`src/rtl/jtag_host_seq.sv`:
```
// On-chip JTAG initiator: runs TLR / IR-shift / DR-shift / idle-clock commands against a TAP
// and returns the TDO bits captured during the shift phase.
module jtag_host_seq #(
  parameter int MaxLen = 64,
  parameter int ClkDiv = 4,
  localparam int LenW = $clog2(MaxLen + 1)
) (
  input  logic              clk_i,
  input  logic              rst_ni,
  input  logic              cmd_valid_i,
  output logic              cmd_ready_o,
  input  logic [1:0]        cmd_op_i,
  input  logic [LenW-1:0]   cmd_len_i,
  input  logic [MaxLen-1:0] cmd_data_i,
  output logic              rsp_valid_o,
  input  logic              rsp_ready_i,
  output logic [MaxLen-1:0] rsp_data_o,
  output logic              rsp_err_o,
  output logic              busy_o,
  output logic              jtag_tck_o,
  output logic              jtag_tms_o,
  output logic              jtag_tdi_o,
  output logic              jtag_trst_no,
  input  logic              jtag_tdo_i
);

  localparam int BitW = LenW + 3;
  localparam int SelW = (MaxLen > 1) ? $clog2(MaxLen) : 1;
  localparam int PhW  = (ClkDiv > 1) ? $clog2(2 * ClkDiv) : 1;

  typedef enum logic [1:0] {StIdle, StRun, StResp} state_e;
  typedef enum logic [1:0] {
    OpTlr     = 2'd0,
    OpShiftIr = 2'd1,
    OpShiftDr = 2'd2,
    OpIdle    = 2'd3
  } op_e;

  state_e              state_q, state_d;
  op_e                 op_q, op_d;
  logic [LenW-1:0]     len_q, len_d;
  logic [MaxLen-1:0]   data_q, data_d;
  logic [BitW-1:0]     bit_q, bit_d;
  logic [PhW-1:0]      phase_q, phase_d;
  logic                tck_q, tck_d;
  logic                tms_q, tms_d;
  logic                tdi_q, tdi_d;
  logic                trst_q, trst_d;
  logic [MaxLen-1:0]   rspData_q, rspData_d;
  logic                rspErr_q, rspErr_d;
  logic                readyEn_q, readyEn_d;

  op_e                 cmdOp;
  logic                lenBad;
  logic [BitW-1:0]     lastBit;

  // Number of TMS bits that walk Run-Test/Idle into Shift-IR / Shift-DR.
  function automatic int preBits(input op_e op);
    return (op == OpShiftIr) ? 4 : 3;
  endfunction

  function automatic logic [BitW-1:0] totalBits(input op_e op, input logic [LenW-1:0] len);
    logic [BitW-1:0] n;
    n = BitW'(len);
    case (op)
      OpTlr:     return BitW'(6);
      OpShiftIr: return n + BitW'(6);
      OpShiftDr: return n + BitW'(5);
      default:   return n;
    endcase
  endfunction

  function automatic logic [SelW-1:0] shiftPos(input op_e op, input logic [BitW-1:0] idx);
    return SelW'(int'(idx) - preBits(op));
  endfunction

  function automatic logic isShiftBit(input op_e op, input logic [LenW-1:0] len,
                                      input logic [BitW-1:0] idx);
    int i;
    int pre;
    i   = int'(idx);
    pre = preBits(op);
    return (op == OpShiftIr || op == OpShiftDr) && (i >= pre) && (i < pre + int'(len));
  endfunction

  // Returns {tms, tdi} for bit idx of a command.
  function automatic logic [1:0] bitDrive(input op_e op, input logic [LenW-1:0] len,
                                          input logic [MaxLen-1:0] data,
                                          input logic [BitW-1:0] idx);
    int   i;
    int   n;
    int   pre;
    logic tms;
    logic tdi;
    i   = int'(idx);
    n   = int'(len);
    pre = preBits(op);
    tms = 1'b0;
    tdi = 1'b0;
    case (op)
      OpTlr: tms = (i < 5);
      OpShiftIr, OpShiftDr: begin
        if (i < pre) begin
          tms = (op == OpShiftIr) ? (i < 2) : (i == 0);
        end else if (i < pre + n) begin
          tdi = data[shiftPos(op, idx)];
          tms = (i == pre + n - 1);
        end else begin
          tms = (i == pre + n);
        end
      end
      default: tms = 1'b0;
    endcase
    return {tms, tdi};
  endfunction

  assign cmdOp   = op_e'(cmd_op_i);
  assign lenBad  = (cmdOp == OpShiftIr || cmdOp == OpShiftDr) &&
                   (cmd_len_i == '0 || cmd_len_i > LenW'(MaxLen));
  assign lastBit = totalBits(op_q, len_q) - BitW'(1);

  always_ff @(posedge clk_i or negedge rst_ni) begin
    if (!rst_ni) begin
      state_q   <= StIdle;
      op_q      <= OpTlr;
      len_q     <= '0;
      data_q    <= '0;
      bit_q     <= '0;
      phase_q   <= '0;
      tck_q     <= 1'b0;
      tms_q     <= 1'b1;
      tdi_q     <= 1'b0;
      trst_q    <= 1'b1;
      rspData_q <= '0;
      rspErr_q  <= 1'b0;
      readyEn_q <= 1'b0;
    end else begin
      state_q   <= state_d;
      op_q      <= op_d;
      len_q     <= len_d;
      data_q    <= data_d;
      bit_q     <= bit_d;
      phase_q   <= phase_d;
      tck_q     <= tck_d;
      tms_q     <= tms_d;
      tdi_q     <= tdi_d;
      trst_q    <= trst_d;
      rspData_q <= rspData_d;
      rspErr_q  <= rspErr_d;
      readyEn_q <= readyEn_d;
    end
  end

  // Each bit is ClkDiv low cycles then ClkDiv high cycles; TDO is captured as TCK rises.
  always_comb begin
    state_d   = state_q;
    op_d      = op_q;
    len_d     = len_q;
    data_d    = data_q;
    bit_d     = bit_q;
    phase_d   = phase_q;
    tck_d     = tck_q;
    tms_d     = tms_q;
    tdi_d     = tdi_q;
    trst_d    = trst_q;
    rspData_d = rspData_q;
    rspErr_d  = rspErr_q;
    readyEn_d = 1'b1;
    case (state_q)
      StIdle: begin
        if (cmd_valid_i && cmd_ready_o) begin
          op_d      = cmdOp;
          len_d     = cmd_len_i;
          data_d    = cmd_data_i;
          bit_d     = '0;
          phase_d   = '0;
          rspData_d = '0;
          rspErr_d  = 1'b0;
          if (lenBad) begin
            rspErr_d = 1'b1;
            state_d  = StResp;
          end else if (cmdOp == OpIdle && cmd_len_i == '0) begin
            state_d = StResp;
          end else begin
            state_d         = StRun;
            tck_d           = 1'b0;
            {tms_d, tdi_d}  = bitDrive(cmdOp, cmd_len_i, cmd_data_i, BitW'(0));
            trst_d          = (cmdOp != OpTlr);
          end
        end
      end
      StRun: begin
        if (phase_q == PhW'(2 * ClkDiv - 1)) begin
          tck_d = 1'b0;
          if (bit_q == lastBit) begin
            state_d = StResp;
            trst_d  = 1'b1;
          end else begin
            bit_d          = bit_q + BitW'(1);
            phase_d        = '0;
            {tms_d, tdi_d} = bitDrive(op_q, len_q, data_q, bit_q + BitW'(1));
          end
        end else begin
          phase_d = phase_q + PhW'(1);
          if (phase_q == PhW'(ClkDiv - 1)) begin
            tck_d = 1'b1;
            if (isShiftBit(op_q, len_q, bit_q)) begin
              rspData_d[shiftPos(op_q, bit_q)] = jtag_tdo_i;
            end
          end
        end
      end
      StResp: begin
        if (rsp_ready_i) begin
          state_d = StIdle;
        end
      end
      default: state_d = StIdle;
    endcase
  end

  assign cmd_ready_o  = readyEn_q && (state_q == StIdle);
  assign rsp_valid_o  = (state_q == StResp);
  assign busy_o       = (state_q == StRun);
  assign rsp_data_o   = rspData_q;
  assign rsp_err_o    = rspErr_q;
  assign jtag_tck_o   = tck_q;
  assign jtag_tms_o   = tms_q;
  assign jtag_tdi_o   = tdi_q;
  assign jtag_trst_no = trst_q;

endmodule

```
`config.mk`:
```
export PLATFORM = sky130hd
export DESIGN_NAME = jtag_host_seq
export DESIGN_NICKNAME = d
export VERILOG_FILES = /design/src/rtl/jtag_host_seq.sv
export SDC_FILE = /design/constraint.sdc
export NUM_CORES = 1
export LEC_CHECK = 0
export ABC_AREA = 0
export BUFFER_PORTS_ARGS = -buffer_cell sky130_fd_sc_hd__buf_2
export CORE_UTILIZATION = 40
export CTS_BUF_LIST = sky130_fd_sc_hd__clkbuf_8
export CTS_CLUSTER_SIZE = 14
export DETAILED_ROUTE_END_ITERATION = 16
export GPL_TIMING_DRIVEN = 0
export PLACE_DENSITY_LB_ADDON = 0.1
export SLEW_MARGIN = 20
export SYNTH_ARGS = -nofsm -noshare
export SYNTH_HDL_FRONTEND = slang
export SYNTH_SLANG_ARGS = --single-unit
```
`constraint.sdc`:
```
create_clock -name clk_i -period 4.2 [get_ports clk_i]
set_input_delay 0.84 -clock clk_i [delete_from_list [all_inputs] [get_ports clk_i]]
set_output_delay 0.84 -clock clk_i [all_outputs]
set_load 0.01 [all_outputs]
```
Word level (Yosys, flattened, before mapping)
Cells that the tools add are included.
W data, S select, Z words.
{"block": "totals", "reg_bits": 158, "out_inout_bits": 72, "word_cells": 159}
{"block": "classes", "mux": 68, "n_lt_le_gt_ge": 13, "reduce_logical": 29, "add_sub_neg": 12, "n_eq_ne": 24}
{"cell": "$mux W64", "n": 4}
{"cell": "$pmux W64 S2", "n": 1}
{"cell": "$bwmux W64", "n": 1}
{"cell": "$eq A11 B32 Y1", "n": 2}
{"cell": "$logic_not A32 Y1", "n": 2}
{"cell": "$lt A1 B32 Y1 const A", "n": 2}
{"cell": "$lt A11 B32 Y1", "n": 2}
{"cell": "$sub A32 B2 Y32 const B", "n": 2}
{"cell": "$mux W1", "n": 35}
{"cell": "$add A32 B8 Y32", "n": 1}
{"cell": "$mux W10", "n": 3}
{"cell": "$pmux W8 S3", "n": 1}
{"cell": "$lt A6 B7 Y1 const B", "n": 3}
{"cell": "$pmux W10 S2", "n": 1}
{"cell": "$add A7 B3 Y8 const B", "n": 2}
{"cell": "$mux W3", "n": 5}
{"cell": "$bmux W1 S6", "n": 2}
{"cell": "$mux W2", "n": 6}
{"cell": "$pmux W1 S2", "n": 6}
{"cell": "$reduce_and A6 Y1", "n": 2}
{"cell": "$add A10 B1 Y10 const B", "n": 1}
{"cell": "$eq A10 B10 Y1", "n": 1}
{"cell": "$ge A10 B3 Y1", "n": 1}
{"cell": "$logic_not A10 Y1", "n": 1}
{"cell": "32 further kinds", "n": 59}

Logic depth before layout (Yosys ltp)
{"block": "logic_depth", "depth_word": 12, "ltp_mapped": 19, "depth_no_buf": 18}

Least setup slack after synthesis
No wires, ideal clock.
{"block": "synth_path", "path_type": "register to register", "startpoint": "reg op_q[1]", "endpoint": "reg tms_q (netlist: jtag_tms_o)", "arrival_time_ns": 4.535, "slack_ns": -0.398, "setup_time_ns": 0.063, "stages_incl_launch_ff": 18, "cell_sequence": "dfrtp_1 inv_1 ha_1 buf_2 inv_1 ha_1 fa_1 a21oi_1 nor2_1 xnor2_1 inv_1 ha_1 and4_1 a221oi_1 or3b_2 or4_1 o2111ai_1 o221a_1"}
{"block": "synth_via", "elab_chain_cells": 11, "word_cells_on_any_way": 23}
{"item": "start: declaration", "line_no": "40", "rtl": "op_e op_q, op_d;"}
{"item": "start signal: assignment", "line_no": "125", "rtl": "op_q <= OpTlr;"}
{"item": "start signal: assignment", "line_no": "139", "rtl": "op_q <= op_d;"}
{"item": "$eq A2 B1 Y1"}
{"item": "$mux W3", "line_no": "59", "rtl": "return (op == OpShiftIr) ? 4 : 3;"}
{"item": "$add A32 B8 Y32", "line_no": "105, 107, 109"}
{"item": "$sub A32 B2 Y32", "line_no": "107", "rtl": "tms = (i == pre + n - 1);"}
{"item": "$eq A11 B32 Y1", "line_no": "107"}
{"item": "$mux W1", "line_no": "105", "rtl": "end else if (i < pre + n) begin"}
{"item": "$mux W1", "line_no": "103", "rtl": "if (i < pre) begin"}
{"item": "$pmux W1 S2", "line_no": "100", "rtl": "case (op)"}
{"item": "$mux W1", "line_no": "195", "rtl": "if (bit_q == lastBit) begin"}
{"item": "$mux W1", "line_no": "193", "rtl": "if (phase_q == PhW'(2 * ClkDiv - 1)) begin"}
{"item": "$pmux W1 S2", "line_no": "169", "rtl": "case (state_q)"}
{"item": "end signal: assignment", "line_no": "145", "rtl": "tms_q <= tms_d;"}
{"item": "end: declaration", "line_no": "46", "rtl": "logic tms_q, tms_d;"}
Several ways; a longest one is shown, not always the timed one. The select of a mux whose other input is x is not followed.
A chain may end at the register's enable or synchronous reset.

Worst setup path after layout
Ends and elaborated chain as after synthesis.

==> results.md <==
- Clock share of power: 10.2%
- Total track usage: 24.3%
- CP top delay family: adder cells
- GP Congestion: 0.869
- Synth top area share: 41.3%
- Top FF cell, synth: dfrtp_1
- Leakage: 0.00541 uW
- Wirelength, routed: 28400 um
- Core Footprint: 22900 um^2
- Fillcell total: 2277
- DR WL/cell: 18.0 um
- Met1 GRT Util: 34.4%
- Fin. Hold Viols: 0
- Final ANT Viol Nets: 0
- Worst-margin pin slew: 1.08 ns
- Placed cell count: 1531
- Setup WS pre-CTS: -0.692 ns
- Vias: 8684
- Biggest area consumer among synthesized cells: dfrtp_1
- Most Used Layer, Global Route: met2
- Synth Register Bits: 158
- Hold Buf Count CTS: 0
- Comb power frac: 67.3%
- Register area share after synthesis: 41.9%
- Post-synth EDFFs: 0
- Initial drt markers: 651
- Cells after Synth: 1067
- Most frequent cells after synthesis: nand2_1, dfrtp_1, o21ai_0
- Met3 GRT Util: 4.44%
- CP required: 4.59 ns
- Met2 GRT Util: 38.2%
- TritonCTS clock tree: yes
- Arr. time, crit path: 4.61 ns
- Post-Route Skew: 0.0170 ns
- Hold crit path type: in -> async
- Setup ws final: -0.0186 ns
- Sw frac: 49.1%
- Max cap viols: 0
- Outcome: finished, violations left
- Crit path cell chain: inv_2 -> ha_4 -> buf_8 -> clkinvlp_4 -> ha_4 -> fa_2 -> a21oi_4 -> nor3b_2 -> xnor2_1 -> inv_1 -> ha_4 -> a21oi_2 -> nand2_1 -> a221oi_2 -> or3b_4 -> or4_4 -> o2111ai_4 -> o221a_1
- Worst hold slack: 0.328 ns
- Synth Cell Area: 9450 um^2
- Final Cycle Share: 100%
- Worst skew pair latency: 0.46 ns
- Top post-synthesis cells by area: dfrtp_1, nand2_1, ha_1, o31ai_1, o21ai_0
- Slew HR: 27.6%
- Yosys warnings: 0
- DP HPWL: 20400 um
- Net count after synthesis: 1192
- Row count: 55
- Share of cells above drive strength 1: 22.6%
- Initial Util: 41.2%
- Die Span X: 156 um
- Max stage delay on crit path: 0.44 ns
- CP Launch Type: register
- Post-synth cell types: 75
- F_max: 0.237 GHz
- Root Buffer: clkbuf_8
- Final Max Slew Viols: 0
- P_int: 5850 uW
- PwrDens: 1000 nW/um^2
- Switching pwr: 5650 uW
- Initial antenna violation count: 2
- I/O pin total: 150
- Synth async-reset ratio: 100%
- First-pass GRT wire length: 45900 um
- Cell mode on critical path: ha_4
- Port Buffers: 149
- Unrepaired setup endpoints after global routing: true
- Largest net degree at the start of global routing: 89
- Failing checks: negative setup slack
- Placed cell areas: 10700 um^2
- Critical path class: reg -> reg
- CP Max Fanout: 5
- TritonRoute pass-1 iters: 5
- Area grow syn2layout: 21.3%
- CTS buffer count: 17
- Clock buffer depth: 2
- DR vias/cell: 5.49
- H-tree levels: 4
- Clock period minus worst slack: 4.22 ns
- CP Capture Type: register
- GRT overflow: 0
- Clock edge transition at the registers on the reported setup and hold paths: 0.10 ns
- Final setup violation count: 1
- Top-count cell post-synth: nand2_1
- Fin nets: 1379
- Die span in y: 156 um
- CP startpoint: op_q[1]$_DFFE_PN0P_
- CP max stage cell: or4_4
- Residual DRC: 0
- WP buf/inv: 4
- Design area: 11500 um^2
- Clk sinks: 158
- Worst VDD drop: 0.501 mV
- Sequential power share: 22.5%
- Mapped Avg Cell Area: 8.85 um^2
- Final non-filler cell total: 1581
- Die Area: 24200 um^2
- R2r startpoint: op_q[1]$_DFFE_PN0P_
- Vias in the first global route: 8425
## routing by layer
metal,vias up,wire (um),part of all wire (%)
met4,2,492,1.7
li1,4174,-,-
met2,292,13000,46
met1,4176,13200,46
met5,-,13,0.046
met3,40,1670,5.9
## through the flow
| step | utilization [%] | total power (uW) | setup TNS [ns] |
|---|---|---|---|
| after floorplan | - | 7630 | -0.0164 |
| after global placement | 46.4 | 9590 | -83.81 |
| after detailed placement | 46.7 | 9690 | -37.57 |
| after CTS | 49.0 | 11100 | -0.802 |
| after global routing | 50.0 | 12400 | -0.340 |
| final | 50.0 | 11500 | -0.0186 |
## power by group through the flow
stage	sequential [uW]	clock, uW	combinational [uW]
6_report	2590	1170	7740
5_1_grt	2670	1250	8520
4_1_cts	2590	1190	7300
3_5_place_dp	2620	0	7070
3_3_place_gp	2610	0	6980
2_1_floorplan	2600	0	5030
## kinds of logic (layout without fill, tap and decap cells)
kind of cell               count (synthesis)  after routing  synth area share, %
and+or+nand+nor                          399            399                 18.7
AOI/OAI and AO/OA                        300            300                 19.9
DFF                                      158            158                 41.9
buffers and inverters                     93            293                 3.85
adders and majority gates                 47             47                 6.46
muxes                                     35             35                 6.03
xor gates and xnor gates                  34             34                 3.15
other                                      1              2               0.0397
## cell type report
| class | count | area, um^2 | area share (%) |
|---|---|---|---|
| multi-input cells | 816 | 5380 | 46.9 |
| flip-flops and latches | 158 | 3960 | 34.5 |
| repair buffers | 169 | 938 | 8.19 |
| well taps | 313 | 392 | 3.42 |
| plain buffers | 56 | 253 | 2.21 |
| clock buffers | 18 | 248 | 2.16 |
| clock inverters | 14 | 155 | 1.35 |
| inverters | 36 | 139 | 1.21 |
| diodes | 1 | 2.50 | 0.0218 |
## repair_timing
action | CTS | global route
pin swaps | 3 | 12
endpoints found under the setup margin | 66 | 66
gates resized for setup | 8 | 61
gates cloned | 0 | 0
setup buffers | 10 | 8
## layout by cell type (no fill, tap or decap), types with 5 or more instances in the layout
master and n:
o21ai_1 13, nand2_1 252, clkbuf_2 6, xor2_1 8
nor3_1 10, mux2i_1 15, o31ai_1 64, a211oi_1 5
clkbuf_8 18, or3_1 5, xnor2_2 5, a21o_1 5
nand3_1 19, o211ai_1 8, a21oi_1 79, inv_1 32
buf_4 21, nor2b_1 5, o21ai_0 76, and3_1 8
dfrtp_1 155, mux4_2 17, nand2b_1 16, or4_1 6
clkbuf_1 40, buf_2 152, ha_1 41, nor2_1 39
o21a_1 5, xnor2_1 19
## state kept, by name, summed over array words and instances, names as in the netlist
register	cells
bit_q	10
data_q	64
jtag_tck_o	1
jtag_tdi_o	1
jtag_tms_o	1
jtag_trst_no	1
len_q	7
op_q	2
phase_q	3
readyEn_q	1
rsp_data_o	64
rsp_err_o	1
state_q	2
## path summary, 6_finish.rpt
kind	depth (start not counted)	to	slack, ns
worst max-delay path	18	jtag_tms_o$_DFFE_PN1P_	-0.02
worst min-delay path	1	data_q[10]$_DFFE_PN0P_	0.33
worst max register to register	18	jtag_tms_o$_DFFE_PN1P_	-0.02
worst min register to register	2	data_q[1]$_DFFE_PN0P_	0.48
max in group asynchronous	2	rsp_data_o[1]$_DFFE_PN0P_	2.99
min in group clk_i	2	data_q[1]$_DFFE_PN0P_	0.48
(Power assumes the default switching activity.)
